File: src/rtl/ble_iq_loopback_link_if.sv
// ble_iq_loopback_link_if
//   One direction of a paired I/Q sample stream: a real rail and an imag
//   rail, each with its own valid strobe.
//   master : drives valid_re/data_re/valid_im/data_im
//   slave  : receives valid_re/data_re/valid_im/data_im
interface ble_iq_loopback_link_if #(
  parameter int RE_IM_SIZE = 12
);
  logic                  valid_re;
  logic [RE_IM_SIZE-1:0] data_re;
  logic                  valid_im;
  logic [RE_IM_SIZE-1:0] data_im;

  modport master (output valid_re, output data_re, output valid_im, output data_im);
  modport slave  (input  valid_re, input  data_re, input  valid_im, input  data_im);
endinterface

File: src/rtl/ble_iq_loopback_link.sv
// ble_iq_loopback_link
//   Channel link stage between the BLE chain's intermediate-RAM I/Q outputs
//   and its RX I/Q inputs. Pairs the independently-valid real/imag rails,
//   buffers pairs in a FIFO, releases each burst after a programmable delay,
//   and applies a power-of-two gain with saturation.
// Ports
//   clk_3472_KHz : sample clock (only clock)
//   reset        : synchronous, active-high
//   enable       : 0 = flush everything except sticky flags, ignore inputs
//   flag_clear   : 1-cycle pulse clearing overflow/mismatch
//   delay        : channel delay in cycles, sampled on leaving IDLE
//   gain_shift   : output left-shift 0..3
//   iq_in        : input rails (slave)
//   iq_out       : output rails (master), valid_re == valid_im always
//   busy         : FSM not IDLE or FIFO non-empty
//   overflow     : sticky, a complete pair was dropped on a full FIFO
//   mismatch     : sticky, a rail repeated before its partner arrived
module ble_iq_loopback_link #(
  parameter int RE_IM_SIZE = 12,
  parameter int FIFO_AD    = 4,
  parameter int GAP_TO     = 8
) (
  input  logic                     clk_3472_KHz,
  input  logic                     reset,
  input  logic                     enable,
  input  logic                     flag_clear,
  input  logic [7:0]               delay,
  input  logic [1:0]               gain_shift,
  ble_iq_loopback_link_if.slave    iq_in,
  ble_iq_loopback_link_if.master   iq_out,
  output logic                     busy,
  output logic                     overflow,
  output logic                     mismatch
);

  localparam int W     = RE_IM_SIZE;
  localparam int DEPTH = 1 << FIFO_AD;
  localparam int GW    = $clog2(GAP_TO + 1);

  typedef enum logic [1:0] {S_IDLE, S_WAIT, S_STREAM} state_t;

  // Flush condition shared by reset and enable=0; only reset clears flags.
  logic flush;
  assign flush = reset | ~enable;

  // ---------------------------------------------------------------- pairing
  logic         hold_re_full_q, hold_re_full_d;
  logic         hold_im_full_q, hold_im_full_d;
  logic [W-1:0] hold_re_q, hold_re_d;
  logic [W-1:0] hold_im_q, hold_im_d;
  logic         re_avail, im_avail, pair_vld, mismatch_evt;
  logic [W-1:0] pair_re, pair_im;

  // A held sample always has priority over a new one on the same rail: the
  // oldest sample is the one paired, a repeat on that rail is dropped.
  always_comb begin
    re_avail       = hold_re_full_q | iq_in.valid_re;
    im_avail       = hold_im_full_q | iq_in.valid_im;
    pair_vld       = re_avail & im_avail;
    pair_re        = hold_re_full_q ? hold_re_q : iq_in.data_re;
    pair_im        = hold_im_full_q ? hold_im_q : iq_in.data_im;
    mismatch_evt   = (iq_in.valid_re & hold_re_full_q) | (iq_in.valid_im & hold_im_full_q);
    hold_re_full_d = pair_vld ? 1'b0 : re_avail;
    hold_im_full_d = pair_vld ? 1'b0 : im_avail;
    hold_re_d      = pair_re;
    hold_im_d      = pair_im;
  end

  always_ff @(posedge clk_3472_KHz) begin
    if (flush) begin
      hold_re_full_q <= 1'b0;
      hold_im_full_q <= 1'b0;
      hold_re_q      <= '0;
      hold_im_q      <= '0;
    end else begin
      hold_re_full_q <= hold_re_full_d;
      hold_im_full_q <= hold_im_full_d;
      hold_re_q      <= hold_re_d;
      hold_im_q      <= hold_im_d;
    end
  end

  // ------------------------------------------------------------------- FIFO
  logic [2*W-1:0]   mem [DEPTH];
  logic [FIFO_AD:0] wr_ptr_q, rd_ptr_q;
  logic             fifo_empty, fifo_full, pop, push, overflow_evt;
  logic [2*W-1:0]   rd_word;

  assign fifo_empty = (wr_ptr_q == rd_ptr_q);
  assign fifo_full  = (wr_ptr_q[FIFO_AD] != rd_ptr_q[FIFO_AD]) &&
                      (wr_ptr_q[FIFO_AD-1:0] == rd_ptr_q[FIFO_AD-1:0]);
  // A pop in the same cycle frees the slot the write lands in; the read
  // below captures the old word at that edge.
  assign push         = pair_vld & (~fifo_full | pop);
  assign overflow_evt = pair_vld & fifo_full & ~pop;
  assign rd_word      = mem[rd_ptr_q[FIFO_AD-1:0]];

  always_ff @(posedge clk_3472_KHz) begin
    if (!flush && push) begin
      mem[wr_ptr_q[FIFO_AD-1:0]] <= {pair_re, pair_im};
    end
  end

  always_ff @(posedge clk_3472_KHz) begin
    if (flush) begin
      wr_ptr_q <= '0;
      rd_ptr_q <= '0;
    end else begin
      if (push) wr_ptr_q <= wr_ptr_q + 1'b1;
      if (pop)  rd_ptr_q <= rd_ptr_q + 1'b1;
    end
  end

  // -------------------------------------------------------------------- FSM
  state_t        state_q, state_d;
  logic [7:0]    cnt_q, cnt_d;
  logic [GW-1:0] gap_q, gap_d;

  always_ff @(posedge clk_3472_KHz) begin
    if (flush) begin
      state_q <= S_IDLE;
      cnt_q   <= '0;
      gap_q   <= '0;
    end else begin
      state_q <= state_d;
      cnt_q   <= cnt_d;
      gap_q   <= gap_d;
    end
  end

  always_comb begin
    state_d = state_q;
    cnt_d   = cnt_q;
    gap_d   = gap_q;
    pop     = 1'b0;
    case (state_q)
      S_IDLE: begin
        gap_d = '0;
        if (!fifo_empty) begin
          if (delay != 8'd0) begin
            state_d = S_WAIT;
            cnt_d   = delay - 8'd1;
          end else begin
            state_d = S_STREAM;
          end
        end
      end
      S_WAIT: begin
        if (cnt_q == 8'd0) state_d = S_STREAM;
        else               cnt_d   = cnt_q - 8'd1;
      end
      S_STREAM: begin
        if (!fifo_empty) begin
          pop   = 1'b1;
          gap_d = '0;
        end else if (gap_q == GW'(GAP_TO - 1)) begin
          // GAP_TO consecutive empty cycles ends the burst.
          state_d = S_IDLE;
          gap_d   = '0;
        end else begin
          gap_d = gap_q + GW'(1);
        end
      end
      default: state_d = S_IDLE;
    endcase
  end

  // ----------------------------------------------------------------- output
  // Sign-extend by 3 bits, shift, then saturate when the top 4 bits of the
  // shifted value are not all copies of the sign.
  function automatic logic [W-1:0] scale_sat(input logic [W-1:0] x, input logic [1:0] sh);
    logic [W+2:0] shifted;
    shifted = {{3{x[W-1]}}, x} << sh;
    if ((shifted[W+2:W-1] == '0) || (shifted[W+2:W-1] == '1))
      return shifted[W-1:0];
    else if (shifted[W+2])
      return {1'b1, {(W-1){1'b0}}};
    else
      return {1'b0, {(W-1){1'b1}}};
  endfunction

  logic         out_vld_q;
  logic [W-1:0] out_re_q, out_im_q;

  always_ff @(posedge clk_3472_KHz) begin
    if (flush) begin
      out_vld_q <= 1'b0;
      out_re_q  <= '0;
      out_im_q  <= '0;
    end else begin
      out_vld_q <= pop;
      out_re_q  <= pop ? scale_sat(rd_word[2*W-1:W], gain_shift) : '0;
      out_im_q  <= pop ? scale_sat(rd_word[W-1:0], gain_shift) : '0;
    end
  end

  assign iq_out.valid_re = out_vld_q;
  assign iq_out.valid_im = out_vld_q;
  assign iq_out.data_re  = out_re_q;
  assign iq_out.data_im  = out_im_q;

  // ----------------------------------------------------------- sticky flags
  // A new error in the same cycle as flag_clear wins. While disabled the
  // inputs are ignored, so no new errors are raised, but flags are kept.
  logic overflow_q, mismatch_q;

  always_ff @(posedge clk_3472_KHz) begin
    if (reset) begin
      overflow_q <= 1'b0;
      mismatch_q <= 1'b0;
    end else if (!enable) begin
      if (flag_clear) begin
        overflow_q <= 1'b0;
        mismatch_q <= 1'b0;
      end
    end else begin
      overflow_q <= overflow_evt | (overflow_q & ~flag_clear);
      mismatch_q <= mismatch_evt | (mismatch_q & ~flag_clear);
    end
  end

  assign overflow = overflow_q;
  assign mismatch = mismatch_q;
  assign busy     = (state_q != S_IDLE) | ~fifo_empty;

endmodule
File: src/flat_wrapper.sv
// flat-port wrapper written by rule: the top's interface ports become plain ports
module ble_iq_loopback_link_flat 
#(
  parameter int RE_IM_SIZE = 12,
  parameter int FIFO_AD    = 4,
  parameter int GAP_TO     = 8
)
  (clk_3472_KHz, reset, enable, flag_clear, delay, gain_shift, busy, overflow, mismatch, iq_in_valid_re, iq_in_data_re, iq_in_valid_im, iq_in_data_im, iq_out_valid_re, iq_out_data_re, iq_out_valid_im, iq_out_data_im);
  ble_iq_loopback_link_if #(.RE_IM_SIZE(RE_IM_SIZE)) iq_in_i ();
  ble_iq_loopback_link_if #(.RE_IM_SIZE(RE_IM_SIZE)) iq_out_i ();
  input  logic clk_3472_KHz;
  input  logic reset;
  input  logic enable;
  input  logic flag_clear;
  input  logic [7:0] delay;
  input  logic [1:0] gain_shift;
  output logic busy;
  output logic overflow;
  output logic mismatch;
  input wire logic [$bits(iq_in_i.valid_re)-1:0] iq_in_valid_re;
  input wire logic [$bits(iq_in_i.data_re)-1:0] iq_in_data_re;
  input wire logic [$bits(iq_in_i.valid_im)-1:0] iq_in_valid_im;
  input wire logic [$bits(iq_in_i.data_im)-1:0] iq_in_data_im;
  output wire logic [$bits(iq_out_i.valid_re)-1:0] iq_out_valid_re;
  output wire logic [$bits(iq_out_i.data_re)-1:0] iq_out_data_re;
  output wire logic [$bits(iq_out_i.valid_im)-1:0] iq_out_valid_im;
  output wire logic [$bits(iq_out_i.data_im)-1:0] iq_out_data_im;
  assign iq_in_i.valid_re = iq_in_valid_re;
  assign iq_in_i.data_re = iq_in_data_re;
  assign iq_in_i.valid_im = iq_in_valid_im;
  assign iq_in_i.data_im = iq_in_data_im;
  assign iq_out_valid_re = iq_out_i.valid_re;
  assign iq_out_data_re = iq_out_i.data_re;
  assign iq_out_valid_im = iq_out_i.valid_im;
  assign iq_out_data_im = iq_out_i.data_im;
  ble_iq_loopback_link #(.RE_IM_SIZE(RE_IM_SIZE), .FIFO_AD(FIFO_AD), .GAP_TO(GAP_TO)) u_core (.clk_3472_KHz(clk_3472_KHz), .reset(reset), .enable(enable), .flag_clear(flag_clear), .delay(delay), .gain_shift(gain_shift), .iq_in(iq_in_i), .iq_out(iq_out_i), .busy(busy), .overflow(overflow), .mismatch(mismatch));
endmodule
File: config.mk
export PLATFORM = sky130hd
export DESIGN_NAME = ble_iq_loopback_link_flat
export DESIGN_NICKNAME = d
export VERILOG_FILES = /design/src/rtl/ble_iq_loopback_link_if.sv /design/src/rtl/ble_iq_loopback_link.sv /design/src/flat_wrapper.sv
export SDC_FILE = /design/constraint.sdc
export NUM_CORES = 1
export LEC_CHECK = 0
export CAP_MARGIN = 20
export CORE_ASPECT_RATIO = 0.9
export CORE_MARGIN = 1
export CORE_UTILIZATION = 30
export DETAILED_ROUTE_END_ITERATION = 8
export PLACE_DENSITY = 0.43
export SLEW_MARGIN = 40
export SYNTH_ARGS = -nofsm -noshare
export SYNTH_HDL_FRONTEND = slang
export SYNTH_SLANG_ARGS = --single-unit
File: constraint.sdc
create_clock -name clk_3472_KHz -period 3.4 [get_ports clk_3472_KHz]
set_input_delay 0.68 -clock clk_3472_KHz [delete_from_list [all_inputs] [get_ports clk_3472_KHz]]
set_output_delay 0.68 -clock clk_3472_KHz [all_outputs]
set_load 0.01 [all_outputs]
# Yosys cells after proc, flatten, opt, wreduce, memory -nomap -nowiden
# Memory sizes are Yosys's and may differ from the RTL's. A register that Yosys moved wholly into a read port is not among the register bits.
# Cells that the tools add are included.
dict set report word_totals {
  elab_cells 103
  mem_bits_rw 384
  reg_bits 77
  n_memories 1
  output_inout_bits 29
  in_bits 40
}
dict set report classes {
  n_shift 2
  n_mux 28
  n_reduce_logical 18
  bitwise 21
  add_sub_neg 5
  n_eq_ne 14
}
# name depth width read_ports rd_ports_with_merged_regs write_ports line_no
set mem_list {}
lappend mem_list {u_core.mem 16 24 1 1 1 ble_iq_loopback_link.sv:84} ;# logic [2*W-1:0] mem [DEPTH];
# operator count
set op_table {}
lappend op_table {{$mux W12} 6}
lappend op_table {{$shl A15 B2 Y15} 2}
lappend op_table {{$mux W8} 3}
lappend op_table {{$mux W4} 4}
lappend op_table {{$pmux W8 S2} 1}
lappend op_table {{$sub A8 B1 Y8 const B} 2}
lappend op_table {{$add A5 B1 Y5 const B} 2}
lappend op_table {{$mux W2} 5}
lappend op_table {{$and A1 B1 Y1} 8}
lappend op_table {{$eq A4 B4 Y1 const B} 2}
lappend op_table {{$logic_not A4 Y1} 2}
lappend op_table {{$logic_not A8 Y1} 1}
lappend op_table {{$ne A2 B1 Y1 const B} 4}
lappend op_table {{$or A1 B1 Y1} 8}
lappend op_table {{$pmux W4 S2} 1}
lappend op_table {{$reduce_and A4 Y1} 2}
lappend op_table {{$reduce_bool A2 Y1} 4}
lappend op_table {{$reduce_bool A8 Y1} 1}
lappend op_table {{$mux W1} 7}
lappend op_table {{$pmux W2 S3} 1}
lappend op_table {{$eq A5 B5 Y1} 1}
lappend op_table {{$not A1 Y1} 5}
lappend op_table {{$add A4 B1 Y4 const B} 1}
lappend op_table {{$eq A4 B3 Y1 const B} 1}
lappend op_table {{other kinds (10)} 14}

# Depth between registers and ports, before layout
dict set report logic_depth {
  ltp_word 8
  mapped_depth 10
  ltp_nobuf 8
}

# Least setup slack after synthesis
# No wires, ideal clock.
dict set report synth_timing {
  path_kind {register to register}
  start {reg u_core.wr_ptr_q[2]}
  end {mem u_core.mem[0][0] (netlist bit) (enable)}
  setup_time_ns 0.435
  arrival_time_ns 3.227
  path_stages_with_launch 8
  path_buffers 1
  slack_ns -0.263
  synth_period_minus_slack_ns 3.663
  required_ns 2.965
  path_cell_list {dfxtp_1 > clkbuf_1 > xnor2_1 > nand4_1 > nor3b_1 > nor4_1 > nand2_1 > nor3_1}
}
dict set report synth_between {
  elab_chain_len 8
  elab_cells_between_ends 11
  cone_classes {eq/ne (2); mux (4); bitwise (3); reduce/logical (2)}
}
# item line_no
set synth_rtl {}
lappend synth_rtl {{start, declared} ble_iq_loopback_link.sv:85} ;# logic [FIFO_AD:0] wr_ptr_q, rd_ptr_q;
lappend synth_rtl {{start signal, assigned} ble_iq_loopback_link.sv:109} ;# if (push) wr_ptr_q <= wr_ptr_q + 1'b1;
lappend synth_rtl {{$eq A5 B5 Y1 or $eq A4 B4 Y1 (tied branches)} {ble_iq_loopback_link.sv:89, ble_iq_loopback_link.sv:91}}
lappend synth_rtl {{$mux W1 or $logic_and A1 B1 Y1 (tied branches)} {ble_iq_loopback_link.sv:153, ble_iq_loopback_link.sv:90}}
lappend synth_rtl {{$mux W1 or $not A1 Y1 (tied branches)} {ble_iq_loopback_link.sv:136, ble_iq_loopback_link.sv:94}}
lappend synth_rtl {{$or A1 B1 Y1} ble_iq_loopback_link.sv:94} ;# assign push = pair_vld & (~fifo_full | pop);
lappend synth_rtl {{$and A1 B1 Y1} ble_iq_loopback_link.sv:94}
lappend synth_rtl {{$logic_and A1 B1 Y1} ble_iq_loopback_link.sv:99} ;# if (!flush && push) begin
lappend synth_rtl {{$mux W1} ble_iq_loopback_link.sv:99}
lappend synth_rtl {{$mux W1 (not written as such)} ble_iq_loopback_link.sv:100} ;# mem[wr_ptr_q[FIFO_AD-1:0]] <= {pair_re, pair_im};
lappend synth_rtl {{end, declared} ble_iq_loopback_link.sv:84}
# Parallel ways exist; a longest one is shown, timed or not.

# Worst setup path after layout
dict set report layout_timing {
  start {reg u_core.wr_ptr_q[2]}
  end {out busy}
}
dict set report layout_between {
  elab_chain_len 3
}
# item line_no
set layout_rtl {}
lappend layout_rtl {{$eq A5 B5 Y1} ble_iq_loopback_link.sv:89} ;# assign fifo_empty = (wr_ptr_q == rd_ptr_q);
lappend layout_rtl {{$not A1 Y1} ble_iq_loopback_link.sv:224} ;# assign busy = (state_q != S_IDLE) | ~fifo_empty;
lappend layout_rtl {{$or A1 B1 Y1} ble_iq_loopback_link.sv:224}
lappend layout_rtl {{end, declared} flat_wrapper.sv:17} ;# output logic busy;
# Every way passes these cells.

==> results by group <==
Outcome
  • Status: finished clean

Placement
  • DP Area: 20,600 µm²
  • Dpl hpwl: 28,600 µm
  • Cell count after placement: 1,877
  • I/O Buffers: 68
  • Gpl congestion: 0.768

Critical path
  • Crit-path max cell delay: 590 ps
  • Startpoint types: register
  • Buf/Inv on CP: 1
  • Reg2Reg Setup Slack: 440 ps
  • CP top delay family: simple AND/OR/NAND/NOR gates
  • Arrival time worst endpoint: 2520 ps
  • Setup crit end: busy
  • Worst setup EP type: output pin
  • Worst Path Required: 2720 ps
  • R2R Path End: u_core.iq_out.data_im[8]$_SDFF_PP0_
  • Critical path type: reg2out
  • Slowest CP cell: dfxtp_1
  • CP Cell Sequence: xnor2_1, nand4_1, nor2_1, nand2_1, clkdlybuf4s50_1
  • Reg2Reg Depth: 7
  • Crit path from: u_core.wr_ptr_q[2]$_SDFFE_PP0P_
  • Max FO, Critical Path: 10
  • Worst path depth: 5

Global routing
  • Total gr overflow: 0
  • Number of global-route vias before repair: 10,300
  • Initial antenna violation count: 3
  • Pin count of the biggest net entering global routing: 57
  • GRT Overall Usage: 15.6%
  • First-pass GRT wire length: 70,700 µm

Clock tree
  • Clk_lat worst skew: 590 ps
  • Clock net sink count: 465
  • Hold bufs inserted after CTS: 0
  • CTS Buf Count: 50
  • Buffer depth of the longest clock path: 3
  • Clock-pin slew on the worst setup and hold paths: 60 ps
  • CTS tree: yes
  • Setup repair bufs after CTS: 0
  • Number of gates resized after cts: 0
  • Root buffer cell: clkbuf_16
  • H-tree depth: 2

Yosys
  • Synth Cell Area: 18,500 µm²
  • Syn_area_per_cell: 18.1 µm²
  • Most numerous cell in the Yosys netlist: edfxtp_1
  • Primary FF master, synth: edfxtp_1
  • Post-Syn Nets: 1,067
  • Area contributors post-synth: edfxtp_1 62%, mux4_2 14%, dfxtp_1 8.8%, mux2_2 1.5%, nand2_1 1.5%
  • FF+latch count, synth: 465
  • EDFF count, synth: 384
  • Netlist cell types: 52
  • Most frequent cells after synthesis: 384 x edfxtp_1, 112 x mux4_2, 81 x dfxtp_1
  • Yosys top cell by area: edfxtp_1
  • Yosys warns: 0
  • Synth async-reset ratio: 0%
  • Seq/Total Area, Yosys: 71.1%
  • Post-synth top area share: 62.4%
  • Post-Syn Instances: 1,020

Layout
  • Layout area overhead: 20.8%
  • Fillers: 5,633
  • Final instance area: 22,300 µm²
  • Share of layout cells above drive strength 1: 24.6%
  • Total Nets Final: 1,193
  • Layout Cells excl Fill: 1,970

Die
  • # rows: 85
  • Initial Util: 30.6%
  • Core area: 60,400 µm²
  • # IOs: 69
  • Die Ht: 238 µm
  • Die area: 62,600 µm²
  • Die width: 264 µm

Timing
  • Fin crit share: 94.0%
  • Post-layout min period: 3200 ps
  • Fin Hold WS: 481 ps
  • Final setup fails: 0
  • Hold Fails Final Rpt: 0
  • Fin. max-slew vios: 0
  • Fmax: 0.313 GHz
  • Worst-Margin Slew: 684 ps
  • Worst slew margin relative to its limit: 54.1%
  • Layout Skew: 19.3 ps
  • RSZ-0062 raised after global routing: false

Drt
  • DRT antenna net count: 0
  • DR vias: 9,698
  • DR vias/cell: 4.92
  • DRC errors left: 0
  • Drt pass-1 iters: 7
  • WL/cell: 24.2 µm
  • Total wire length: 47,700 µm
  • Iter 0 DRT Violations: 829

Hold path
  • Worst hold path depth: 2
  • Hold/Removal Path Class: reg2reg

Run
  • Maxcap violations: 0

Power and ir drop
  • Worst vdd ir: 0.335 mV
  • Power per cell area: 549 nW/µm²
  • Pleak: 7.06 nW
## through the flow
| stage | worst slack (ps) | utilization, % | total power, mW | TNS [ps] |
|---|---|---|---|---|
| after global placement | 325 | 34.1 | 6.71 | 0 |
| after detailed placement | 361 | 34.1 | 6.71 | 0 |
| after floorplan | -263 | - | 6.55 | -25090 |
| after CTS | 131 | 36.9 | 12.4 | 0 |
| final | 204 | 37.0 | 12.3 | 0 |
| after global routing | 33.4 | 37.0 | 12.7 | 0 |
## worst reg2reg max path: stages, from the launching register on
cell     delay (ps)
dfxtp_4         520
buf_12          320
buf_4           220
mux4_2          480
mux4_2          580
mux4_2          500
nor3_1          160
nor2_1           60
## power by group
part | leakage (nW) | switching [mW] | internal (mW)
combinational | 2.11 | 0.231 | 0.136
clock | 0.831 | 2.22 | 3.45
sequential | 4.12 | 0.00902 | 6.21
## flip-flops by register name (all words and copies together) (netlist names), named ones only
name / count
u_core.overflow: 1
u_core.hold_im_full_q: 1
u_core.iq_out.valid_im: 1
u_core.gap_q: 4
u_core.mismatch: 1
u_core.iq_out.data_im: 12
u_core.mem: 384
u_core.iq_out.data_re: 12
u_core.hold_im_q: 12
u_core.hold_re_q: 12
u_core.cnt_q: 8
u_core.rd_ptr_q: 5
u_core.hold_re_full_q: 1
u_core.state_q: 2
u_core.wr_ptr_q: 5
## metal layers
layer | global-route usage (%) | up-vias | wire (µm)
li1 | - | 4329 | -
met1 | 23.2 | 5078 | 23300
met2 | 23.2 | 223 | 21000
met3 | 3.05 | 68 | 2440
met4 | 4.27 | 0 | 893
met5 | 0 | - | 0
## worst min-delay path by stage
stage,from,endpoint,slack [ps]
2_1_floorplan,u_core.cnt_q[0]$_SDFFE_PP0P_,u_core.cnt_q[0]$_SDFFE_PP0P_,440
3_3_place_gp,u_core.cnt_q[0]$_SDFFE_PP0P_,u_core.cnt_q[0]$_SDFFE_PP0P_,470
3_5_place_dp,u_core.cnt_q[0]$_SDFFE_PP0P_,u_core.cnt_q[0]$_SDFFE_PP0P_,470
4_1_cts,u_core.cnt_q[0]$_SDFFE_PP0P_,u_core.cnt_q[0]$_SDFFE_PP0P_,480
5_1_grt,u_core.gap_q[3]$_SDFFE_PP0P_,u_core.gap_q[3]$_SDFFE_PP0P_,500
6_report,u_core.cnt_q[0]$_SDFFE_PP0P_,u_core.cnt_q[0]$_SDFFE_PP0P_,480
## cells in the final DEF, fill, tap and decap left out, types with 4 or more instances in the layout
| cell type | instances |
|---|---|
| edfxtp_1 | 384 |
| mux4_2 | 112 |
| dfxtp_1 | 79 |
| nand2_1 | 74 |
| clkdlybuf4s50_1 | 68 |
| nor2_1 | 53 |
| clkbuf_16 | 51 |
| buf_4 | 36 |
| a21oi_1 | 29 |
| mux2_2 | 25 |
| and2_1 | 25 |
| buf_12 | 19 |
| nor3_1 | 18 |
| clkbuf_1 | 14 |
| nor2_4 | 12 |
| o21ai_0 | 11 |
| a22oi_1 | 10 |
| mux2i_1 | 9 |
| xnor2_1 | 9 |
| inv_1 | 8 |
| nand4_1 | 8 |
| nor3_2 | 8 |
| mux4_1 | 8 |
| bufinv_16 | 8 |
| o21ai_1 | 7 |
| ha_1 | 7 |
| clkinv_2 | 7 |
| o211ai_1 | 6 |
| or3_1 | 6 |
| xor2_1 | 5 |
| nor2b_1 | 5 |
| and4_1 | 5 |
| a31oi_1 | 5 |
| clkinv_1 | 5 |
| nand2b_1 | 4 |
| nand3_1 | 4 |
| clkbuf_8 | 4 |
## final cells by class
cell class	instances	area, µm²	area share, %
antenna	1	2.50	0.0112
clock buffer	69	1380	6.20
clock inverter	23	319	1.43
inverter	8	30.0	0.135
multi-input combinational	498	5120	22.9
sequential	465	13200	58.9
tap	783	980	4.39
timing repair buffer	123	1330	5.96
## cells by family (layout without fill, tap and decap cells)
family | Yosys count | in the layout | share of synthesized area [%]
AND/OR/NAND/NOR | 234 | 234 | 6.04
adder cells (fa/ha/maj) | 7 | 7 | 0.474
buffers and inverters | 57 | 223 | 1.83
XOR/XNOR | 14 | 14 | 0.663
other | 0 | 1 | 0
multiplexers | 154 | 154 | 16.8
flip-flops | 465 | 465 | 71.1
AO/OA/AOI/OAI | 89 | 89 | 3.06
No activity file was read; power rests on OpenSTA's default activity.
